### src/rtl/alu_pkg.sv
`default_nettype none
// ============================================================================
// Module      : alu_pkg
// Description : Shared types for the ALU sequencer: operator encoding,
//               operator class helpers and the buffered-op entry record.
// Revision    : 1.0 - initial release
// ============================================================================
package alu_pkg;

   localparam int unsigned XLEN    = 32;
   localparam int unsigned REG_AW  = 5;
   localparam int unsigned SHAMT_W = 5;

   typedef enum logic [3:0] {
      ADD, SUB, SRA, SRL, SLL, XOR, OR, AND,
      SLT, LT, SLTU, LTU, GE, GEU, EQ, NE
   } alu_op;

   typedef struct packed {
      alu_op               op;
      logic [XLEN-1:0]     a;
      logic [XLEN-1:0]     b;
      logic [REG_AW-1:0]   rd;
   } alu_seq_entry_t;

   // Shifts only honour the low five bits of operand B
   function automatic logic is_shift(input alu_op op);
      return op inside {SLL, SRL, SRA};
   endfunction

   // Set-on-compare ops write a 0/1 value to the register file
   function automatic logic is_setcmp(input alu_op op);
      return op inside {SLT, SLTU};
   endfunction

   // Branch compares produce a condition only, no register write
   function automatic logic is_branch(input alu_op op);
      return op inside {LT, LTU, GE, GEU, EQ, NE};
   endfunction

endpackage
`default_nettype wire

### src/rtl/alu_seq_fifo.sv
`default_nettype none
// ============================================================================
// Module      : alu_seq_fifo
// Description : Synchronous FIFO of decoded ALU operations. Push and pop may
//               share an edge, including while full.
// Revision    : 1.0 - initial release
// ============================================================================
module alu_seq_fifo
   import alu_pkg::*;
#(
   parameter int unsigned DEPTH = 2
) (
   input  logic           clk_i,
   input  logic           rst_ni,
   input  logic           push_i,
   input  alu_seq_entry_t push_data_i,
   output logic           full_o,
   input  logic           pop_i,
   output alu_seq_entry_t pop_data_o,
   output logic           empty_o
);

   localparam int unsigned AW = $clog2(DEPTH);

   // Pointers carry one wrap bit to tell full from empty
   logic [AW:0]    wptr_q, wptr_d;
   logic [AW:0]    rptr_q, rptr_d;
   alu_seq_entry_t mem_q [DEPTH];
   alu_seq_entry_t mem_d [DEPTH];
   logic           do_push;
   logic           do_pop;

   assign empty_o    = (wptr_q == rptr_q);
   assign full_o     = (wptr_q[AW] != rptr_q[AW]) &&
                       (wptr_q[AW-1:0] == rptr_q[AW-1:0]);
   assign do_pop     = pop_i && !empty_o;
   assign do_push    = push_i && (!full_o || do_pop);
   assign pop_data_o = mem_q[rptr_q[AW-1:0]];

   // Next storage and pointer values for this edge's push/pop
   always_comb begin
      mem_d  = mem_q;
      wptr_d = wptr_q;
      rptr_d = rptr_q;
      if (do_push) begin
         mem_d[wptr_q[AW-1:0]] = push_data_i;
         wptr_d                = wptr_q + (AW+1)'(1);
      end
      if (do_pop) begin
         rptr_d = rptr_q + (AW+1)'(1);
      end
   end

   // Storage and pointer registers
   always_ff @(posedge clk_i or negedge rst_ni) begin
      if (!rst_ni) begin
         wptr_q <= '0;
         rptr_q <= '0;
         mem_q  <= '{default: '0};
      end else begin
         wptr_q <= wptr_d;
         rptr_q <= rptr_d;
         mem_q  <= mem_d;
      end
   end

endmodule
`default_nettype wire

### src/rtl/alu_sequencer.sv
`default_nettype none
// ============================================================================
// Module      : alu_sequencer
// Description : Issues decoded ops to the ALU with a one-cycle request pulse,
//               waits a fixed settle time, normalises the result and hands it
//               to writeback. Define ALU_SEQ_OPBUF_EN to place a FIFO_DEPTH
//               entry op buffer in front of the sequencer.
// Revision    : 1.0 - initial release
// ============================================================================
module alu_sequencer
   import alu_pkg::*;
#(
   parameter int unsigned SETTLE_CYCLES = 2,
   parameter int unsigned FIFO_DEPTH    = 2
) (
   input  logic              clk_i,
   input  logic              rst_ni,
   input  logic              in_valid_i,
   output logic              in_ready_o,
   input  alu_op             in_op_i,
   input  logic [XLEN-1:0]   in_a_i,
   input  logic [XLEN-1:0]   in_b_i,
   input  logic [REG_AW-1:0] in_rd_i,
   output logic              req_o,
   output alu_op             operator_o,
   output logic [XLEN-1:0]   op_a_o,
   output logic [XLEN-1:0]   op_b_o,
   input  logic [XLEN-1:0]   result_i,
   output logic              out_valid_o,
   input  logic              out_ready_i,
   output logic [XLEN-1:0]   out_data_o,
   output logic [REG_AW-1:0] out_rd_o,
   output logic              out_we_o,
   output logic              out_branch_o
);

   localparam int unsigned      CNT_W    = $clog2(SETTLE_CYCLES + 1);
   localparam logic [CNT_W-1:0] CNT_LOAD = CNT_W'(SETTLE_CYCLES);
   localparam logic [CNT_W-1:0] CNT_ONE  = CNT_W'(1);

   if (SETTLE_CYCLES < 1) begin : g_bad_settle
      $error("alu_sequencer: SETTLE_CYCLES must be at least 1");
   end
   if ((FIFO_DEPTH < 2) || ((FIFO_DEPTH & (FIFO_DEPTH - 1)) != 0)) begin : g_bad_depth
      $error("alu_sequencer: FIFO_DEPTH must be a power of two, at least 2");
   end

   typedef enum logic [1:0] {
      IDLE  = 2'd0,
      ISSUE = 2'd1,
      WAIT  = 2'd2,
      HOLD  = 2'd3
   } state_t;

   state_t              state_q,      state_d;
   logic [CNT_W-1:0]    cnt_q,        cnt_d;
   alu_op               operator_q,   operator_d;
   logic [XLEN-1:0]     op_a_q,       op_a_d;
   logic [XLEN-1:0]     op_b_q,       op_b_d;
   logic [REG_AW-1:0]   rd_q,         rd_d;
   logic                setcmp_q,     setcmp_d;
   logic                branch_q,     branch_d;
   logic [XLEN-1:0]     out_data_q,   out_data_d;
   logic [REG_AW-1:0]   out_rd_q,     out_rd_d;
   logic                out_we_q,     out_we_d;
   logic                out_branch_q, out_branch_d;

   alu_seq_entry_t      in_entry;
   alu_seq_entry_t      src_entry;
   logic                src_valid;
   logic                load;

   assign in_entry = '{op: in_op_i, a: in_a_i, b: in_b_i, rd: in_rd_i};

`ifdef ALU_SEQ_OPBUF_EN
   logic fifo_full;
   logic fifo_empty;

   alu_seq_fifo #(
      .DEPTH (FIFO_DEPTH)
   ) u_fifo (
      .clk_i       (clk_i),
      .rst_ni      (rst_ni),
      .push_i      (in_valid_i && in_ready_o),
      .push_data_i (in_entry),
      .full_o      (fifo_full),
      .pop_i       (load),
      .pop_data_o  (src_entry),
      .empty_o     (fifo_empty)
   );

   assign src_valid  = !fifo_empty;
   assign in_ready_o = !fifo_full;
`else
   // Without a buffer, ops go straight into the operand registers
   assign src_entry  = in_entry;
   assign src_valid  = in_valid_i;
   assign in_ready_o = (state_q == IDLE) || ((state_q == HOLD) && out_ready_i);
`endif

   assign req_o        = (state_q == ISSUE);
   assign out_valid_o  = (state_q == HOLD);
   assign operator_o   = operator_q;
   assign op_a_o       = op_a_q;
   assign op_b_o       = op_b_q;
   assign out_data_o   = out_data_q;
   assign out_rd_o     = out_rd_q;
   assign out_we_o     = out_we_q;
   assign out_branch_o = out_branch_q;

   // Next-state, operand load and result capture
   always_comb begin
      state_d      = state_q;
      cnt_d        = cnt_q;
      operator_d   = operator_q;
      op_a_d       = op_a_q;
      op_b_d       = op_b_q;
      rd_d         = rd_q;
      setcmp_d     = setcmp_q;
      branch_d     = branch_q;
      out_data_d   = out_data_q;
      out_rd_d     = out_rd_q;
      out_we_d     = out_we_q;
      out_branch_d = out_branch_q;
      load         = 1'b0;

      case (state_q)
         IDLE: begin
            load = src_valid;
         end
         ISSUE: begin
            state_d = WAIT;
         end
         WAIT: begin
            if (cnt_q == CNT_ONE) begin
               out_rd_d = rd_q;
               if (branch_q) begin
                  out_data_d   = '0;
                  out_we_d     = 1'b0;
                  out_branch_d = result_i[XLEN-1];
               end else if (setcmp_q) begin
                  out_data_d   = {{(XLEN-1){1'b0}}, result_i[XLEN-1]};
                  out_we_d     = 1'b1;
                  out_branch_d = 1'b0;
               end else begin
                  out_data_d   = result_i;
                  out_we_d     = 1'b1;
                  out_branch_d = 1'b0;
               end
               state_d = HOLD;
            end else begin
               cnt_d = cnt_q - CNT_ONE;
            end
         end
         HOLD: begin
            if (out_ready_i) begin
               state_d = IDLE;
               load    = src_valid;
            end
         end
         default: begin
            state_d = IDLE;
         end
      endcase

      // Operand registers only change on a load from IDLE or HOLD
      if (load) begin
         operator_d = src_entry.op;
         op_a_d     = src_entry.a;
         op_b_d     = is_shift(src_entry.op) ?
                      {{(XLEN-SHAMT_W){1'b0}}, src_entry.b[SHAMT_W-1:0]} :
                      src_entry.b;
         rd_d       = src_entry.rd;
         setcmp_d   = is_setcmp(src_entry.op);
         branch_d   = is_branch(src_entry.op);
         cnt_d      = CNT_LOAD;
         state_d    = ISSUE;
      end
   end

   // State, operand and result registers
   always_ff @(posedge clk_i or negedge rst_ni) begin
      if (!rst_ni) begin
         state_q      <= IDLE;
         cnt_q        <= '0;
         operator_q   <= ADD;
         op_a_q       <= '0;
         op_b_q       <= '0;
         rd_q         <= '0;
         setcmp_q     <= 1'b0;
         branch_q     <= 1'b0;
         out_data_q   <= '0;
         out_rd_q     <= '0;
         out_we_q     <= 1'b0;
         out_branch_q <= 1'b0;
      end else begin
         state_q      <= state_d;
         cnt_q        <= cnt_d;
         operator_q   <= operator_d;
         op_a_q       <= op_a_d;
         op_b_q       <= op_b_d;
         rd_q         <= rd_d;
         setcmp_q     <= setcmp_d;
         branch_q     <= branch_d;
         out_data_q   <= out_data_d;
         out_rd_q     <= out_rd_d;
         out_we_q     <= out_we_d;
         out_branch_q <= out_branch_d;
      end
   end

endmodule
`default_nettype wire

### config.mk
export PLATFORM = sky130hd
export DESIGN_NAME = alu_sequencer
export DESIGN_NICKNAME = d
export VERILOG_FILES = /design/src/rtl/alu_pkg.sv /design/src/rtl/alu_seq_fifo.sv /design/src/rtl/alu_sequencer.sv
export SDC_FILE = /design/constraint.sdc
export NUM_CORES = 1
export LEC_CHECK = 0
export BUFFER_PORTS_ARGS = -buffer_cell sky130_fd_sc_hd__buf_2
export CORE_MARGIN = 2
export CORE_UTILIZATION = 47
export CTS_CLUSTER_SIZE = 16
export DETAILED_ROUTE_END_ITERATION = 7
export GPL_TIMING_DRIVEN = 0
export PLACE_DENSITY = 0.77
export SYNTH_ARGS = -nofsm -noshare
export SYNTH_HDL_FRONTEND = slang
export SYNTH_SLANG_ARGS = --single-unit
### constraint.sdc
create_clock -name clk_i -period 2.4 [get_ports clk_i]
set_clock_uncertainty 0.15 [all_clocks]
set_input_delay 0.48 -clock clk_i [delete_from_list [all_inputs] [get_ports clk_i]]
set_output_delay 0.48 -clock clk_i [all_outputs]
set_load 0.1 [all_outputs]
# --- Word-level counts from Yosys, hierarchy flattened ---
# Cells that the tools add are included.
# W data, S select, Z words.
totals:
  in_bits: 109
  word_cells: 56
  regBits: 118
  output_inout_bits: 110
op_classes:
  n_eq_ne: 18
  add_sub_neg: 1
  muxes: 14
  n_reduce_logical: 11
op_table:
  columns: ["cell", "count"]
  rows:
  - ["$mux W32", 3]
  - ["$eq A4 B4 Y1 const B", 8]
  - ["$mux W2", 6]
  - ["$eq A4 B2 Y1 const B", 2]
  - ["$pmux W2 S3", 1]
  - ["$reduce_bool A6 Y1", 1]
  - ["$eq A2 B1 Y1 const B", 2]
  - ["$eq A2 B2 Y1 const B", 2]
  - ["$eq A4 B3 Y1 const B", 1]
  - ["$reduce_and A2 Y1", 2]
  - ["$reduce_bool A2 Y1", 2]
  - ["$reduce_bool A4 Y1", 1]
  - ["$mux W1", 3]
  - ["$ne A3 B1 Y1 const B", 1]
  - ["$ne A3 B3 Y1 const B", 1]
  - ["$reduce_and A3 Y1", 1]
  - ["$reduce_bool A3 Y1", 1]
  - ["$logic_not A2 Y1", 1]
  - ["$ne A2 B2 Y1 const B", 1]
  - ["$pmux W1 S2", 1]
  - ["$sub A2 B1 Y2 const B", 1]
  - ["$logic_and A1 B1 Y1", 1]
  - ["$logic_or A1 B1 Y1", 1]

# --- Logic depth before layout (Yosys ltp) ---
depth:
  word_depth: 4
  mapped_depth: 8
  mapped_depth_nobuf: 5

# --- Worst setup path before layout ---
# OpenSTA, ideal clock, no wires.
synth_timing:
  path_type: "register to output"
  startpoint: "register state_q[0]"
  endpoint: "output port in_ready_o"
  required_time_ns: 1.770
  t_arrival_ns: 2.154
  path_buffers: 2
  path_stages_with_launch: 5
  path_slack_ns: -0.384
  path_cell_list: "dfrtp_1 ha_1 a21o_1 buf_2 buf_2"
synth_between:
  elab_chain_cells: 3
  elab_cells_between_ends: 4
  classes_between: "eq/ne (1); reduce/logical (3)"
synth_lines:
  columns: ["item", "line", "source"]
  rows:
  - ["start, declared", "alu_sequencer.sv:55", "state_t state_q, state_d;"]
  - ["start signal, assigned", "alu_sequencer.sv:197", "state_q <= state_d;"]
  - ["$eq A2 B2 Y1", null, null]
  - ["via out_valid_o", "alu_sequencer.sv:29", "output logic out_valid_o,"]
  - ["$logic_and A1 B1 Y1", "alu_sequencer.sv:98", "assign in_ready_o = (state_q == IDLE) || ((state_q == HOLD) && out_ready_i);"]
  - ["$logic_or A1 B1 Y1", "alu_sequencer.sv:98", null]
  - ["end, declared", "alu_sequencer.sv:19", "output logic in_ready_o,"]
# The timed path passes the listed nets, and every way through them passes these cells.

# --- Final worst setup path ---
layout_timing:
  startpoint: "register state_q[1]"
  endpoint: "output port in_ready_o"
layout_between:
  elab_chain_cells: 3
  elab_cells_between_ends: 4
  classes_between: "eq/ne (1); reduce/logical (3)"
layout_lines:
  columns: ["item", "line"]
  rows:
  - ["$eq A2 B2 Y1", "alu_sequencer.sv:98"]
  - ["$logic_and A1 B1 Y1", "alu_sequencer.sv:98"]
  - ["$logic_or A1 B1 Y1 *", "alu_sequencer.sv:98"]
# Every way passes the cells marked *; elsewhere a longest branch is shown, timed or not.

==> metrics.json <==
{
  "multiInputGateArea_um2": 1670,
  "finalSetupViolations": 0,
  "synth_flop_cell": "sky130_fd_sc_hd__dfrtp_1",
  "synthSimpleGateAreaFrac_pct": 4.96,
  "timing.critical_path.fanout_max": 19,
  "floorplan.rows": 36,
  "clockRootBuffer": "sky130_fd_sc_hd__clkbuf_8",
  "dr.pass1.iters": 4,
  "min-delay-path-class": "in -> reg",
  "result_of_the_run": "finished clean",
  "synth_fa_ha_area_share_pct": 1.57,
  "crit_required_ns": 1.77,
  "boundaryPins": 219,
  "finalHoldViolations": 0,
  "worst_setup_hold_path_clk_slew_ns": 0.05,
  "route.detailed.vias_per_inst": 5.13,
  "asyncSetResetFlopFracSynth_pct": 100,
  "synthCells": 322,
  "detail-route-antenna-nets": 0,
  "initial_standard_cell_utilization_of_the_core_pct": 48.8,
  "layout-area-overhead-vs-synth_pct": 41.9,
  "groute.usage.overall_pct": 22.1,
  "grt_max_degree": 67,
  "combinational_family_with_the_most_area_after_synthesis": "multiplexers",
  "die_w_um": 105,
  "synthesis.area_um2": 4790,
  "fp.dieArea_um2": 11000,
  "postSynthRegisterBits": 118,
  "detailedPlacementHpwl_mm": 8.12,
  "clock-sinks": 118,
  "fill_cells": 750,
  "synth_warn": 0,
  "grt_pass1_wl_mm": 19.1,
  "overflow": 0,
  "synth_sequential_area_ratio_pct": 61.6,
  "crit_path_cell_trace": "inv_1 > ha_1 > a21o_1 > buf_12 > buf_12",
  "cts_buffer_depth": 2,
  "fmaxAchievable_mhz": 427,
  "critPathKind": "reg -> out",
  "synth_nets": 437,
  "final_util_pct": 69.3,
  "clock_insertion_delay_worst_skew_ns": 0.51,
  "critical-path-slowest-cell": "sky130_fd_sc_hd__dfrtp_2",
  "die_height_um": 105,
  "tritoncts_buffers": 17,
  "synthXorXnorAreaFrac_pct": 0.183,
  "final-seq-area_um2": 2960,
  "worst_ep_arrival_time_ns": 1.71,
  "muxShareOfSynthArea_pct": 15.5,
  "drv_slew": 0,
  "clock_tree_from_tritoncts": "done",
  "ys_types": 33,
  "synth_enable_flop_cells": 0,
  "setup.worst_path.end_class": "output port",
  "placement.io_buffers": 218,
  "layout_worst_path_cycle_share_pct": 97.5,
  "postSynthAreaPerCell_um2": 14.9,
  "crit_path_frequent_cell": "sky130_fd_sc_hd__buf_12",
  "clock_tree.htree_level_count": 4,
  "synth-compound-area-share_pct": 12.3,
  "num_vias": 3648,
  "grt_pass1_vias": 3766,
  "antenna_found_initial": 0,
  "design.final.nets": 680,
  "cap_violations": 0,
  "drt_iter0_markers": 177,
  "timing.slew.headroom_pct": 45.1,
  "drt-wirelength-per-cell_um": 16.3,
  "worstMarginPinSlew_ns": 0.823,
  "place.gp.congestion": 0.794,
  "num_antenna_cells": 0,
  "drt_drc_violations_left": 0,
  "layout-drive-gt1-share_pct": 57.4,
  "routed_wl_mm": 11.6,
  "final_period_minus_worst_setup_slack_ns": 2.34,
  "timing.critical_path.from_type": "register",
  "slowest_delay_ns": 0.41,
  "fp.coreArea_um2": 9820
}
-- cell usage in the layout, fill, tap and decap left out, types with 3 or more instances in the layout --
cell	Yosys	final
sky130_fd_sc_hd__buf_2	10	224
sky130_fd_sc_hd__clkbuf_1	4	5
sky130_fd_sc_hd__nor2b_1	3	3
sky130_fd_sc_hd__buf_4	1	7
sky130_fd_sc_hd__o2bb2ai_1	27	27
sky130_fd_sc_hd__nand3_1	27	27
sky130_fd_sc_hd__o31ai_1	3	3
sky130_fd_sc_hd__bufinv_16	0	5
sky130_fd_sc_hd__clkinv_2	0	4
sky130_fd_sc_hd__ha_1	6	5
sky130_fd_sc_hd__buf_6	8	8
sky130_fd_sc_hd__inv_1	5	4
sky130_fd_sc_hd__mux2_2	15	15
sky130_fd_sc_hd__mux2_4	37	37
sky130_fd_sc_hd__o21ai_0	3	3
sky130_fd_sc_hd__a22o_1	31	31
sky130_fd_sc_hd__dfrtp_1	118	116
sky130_fd_sc_hd__clkinv_4	0	3
sky130_fd_sc_hd__clkbuf_16	0	16
sky130_fd_sc_hd__nand2_1	6	6
-- through the flow --
stage | worst slack [ns] | hold WS (ns) | cell area (µm²) | TNS, ns | instances
after global placement | -0.639 | 0.310 | 6060 | -74.38 | 673
after global routing | -0.0161 | 0.0106 | 6810 | -0.0161 | 711
final | 0.0600 | 0.0316 | 6810 | 0 | 711
after CTS | 0.0169 | 0.00479 | 6770 | 0 | 708
after floorplan | 0.0919 | 0.0344 | 4800 | 0 | 322
after detailed placement | 0.110 | 0.323 | 6090 | 0 | 674
-- critical path: cells and delay by family, from the launching register on --
family,cells,cell delay [ns]
buffers and inverters,3,0.41
DFF,1,0.41
AOI/OAI and AO/OA,1,0.20
adders and majority gates,1,0.18
-- kinds of logic (layout without fill, tap and decap cells) --
kind of cell / count (synthesis) / count (layout)
adder cells (fa/ha/maj): 6 / 6
multiplexers: 54 / 54
AND/OR/NAND/NOR: 45 / 45
AO/OA/AOI/OAI: 69 / 69
buffers and inverters: 29 / 285
flip-flops: 118 / 118
XOR/XNOR: 1 / 1
-- path summary, 6_finish.rpt --
kind | start | end | slack (ns) | cells past startpoint
worst min-delay path | result_i[12] | out_data_o[12]$_DFFE_PN0P_ | 0.03 | 2
max in group asynchronous | rst_ni | state_q[1]$_DFFE_PN0P_ | 0.86 | 3
worst min register to register | op_b_o[8]$_DFFE_PN0P_ | op_b_o[8]$_DFFE_PN0P_ | 0.33 | 1
worst max register to register | state_q[1]$_DFFE_PN0P_ | op_a_o[6]$_DFFE_PN0P_ | 0.20 | 9
min in group asynchronous | rst_ni | op_b_o[28]$_DFFE_PN0P_ | 0.47 | 2
worst max-delay path | state_q[1]$_DFFE_PN0P_ | in_ready_o | 0.06 | 5
-- state kept, by name, indices dropped and copies added, names as in the netlist --
name          cells
op_a_o           32
op_b_o           32
out_data_o       32
out_rd_o          5
rd_q              5
operator_o        4
cnt_q             2
state_q           2
branch_q          1
out_branch_o      1
out_we_o          1
setcmp_q          1
-- Yosys cell counts (2+ instances only) --
| cell type | n | area (µm²) |
|---|---|---|
| sky130_fd_sc_hd__mux2i_1 | 2 | 20.0 |
| sky130_fd_sc_hd__ha_1 | 6 | 75.1 |
| sky130_fd_sc_hd__buf_2 | 10 | 50.1 |
| sky130_fd_sc_hd__nor2b_1 | 3 | 18.8 |
| sky130_fd_sc_hd__dfrtp_1 | 118 | 2950 |
| sky130_fd_sc_hd__clkbuf_1 | 4 | 15.0 |
| sky130_fd_sc_hd__buf_6 | 8 | 90.1 |
| sky130_fd_sc_hd__o21ai_0 | 3 | 15.0 |
| sky130_fd_sc_hd__nand3_1 | 27 | 135 |
| sky130_fd_sc_hd__o31ai_1 | 3 | 22.5 |
| sky130_fd_sc_hd__a22o_1 | 31 | 272 |
| sky130_fd_sc_hd__mux2_4 | 37 | 556 |
| sky130_fd_sc_hd__inv_1 | 5 | 18.8 |
| sky130_fd_sc_hd__nand2_1 | 6 | 22.5 |
| sky130_fd_sc_hd__mux2_2 | 15 | 169 |
| sky130_fd_sc_hd__o2bb2ai_1 | 27 | 236 |
-- layer usage --
metal / global-route usage (%) / vias up / part of all wire [%]
met5: 0 / - / 0
met4: 9.43 / 0 / 2.2
met3: 6.55 / 28 / 7.1
met2: 35.6 / 165 / 49
met1: 27.7 / 1772 / 41
li1: - / 1683 / -
-- repair_timing --
item                       in CTS  in global routing
setup buffers                   2                  3
hold endpoints to repair       65                  0
hold buffers                    1                  0
setup endpoints to repair       1                  1
resized for setup               7                  5
pin swaps                       0                  2
-- cell type report --
type,count,share of cell area [%]
flip-flops and latches,118,43.4
multi-input cells,175,24.5
repair buffers,225,17.4
clock buffers,19,6.34
clock inverters,13,3.00
plain buffers,23,2.59
well taps,133,2.45
inverters,5,0.276
Power is not shown: default switching activity piles up to over one toggle a cycle in this logic, so the estimate is an artifact.
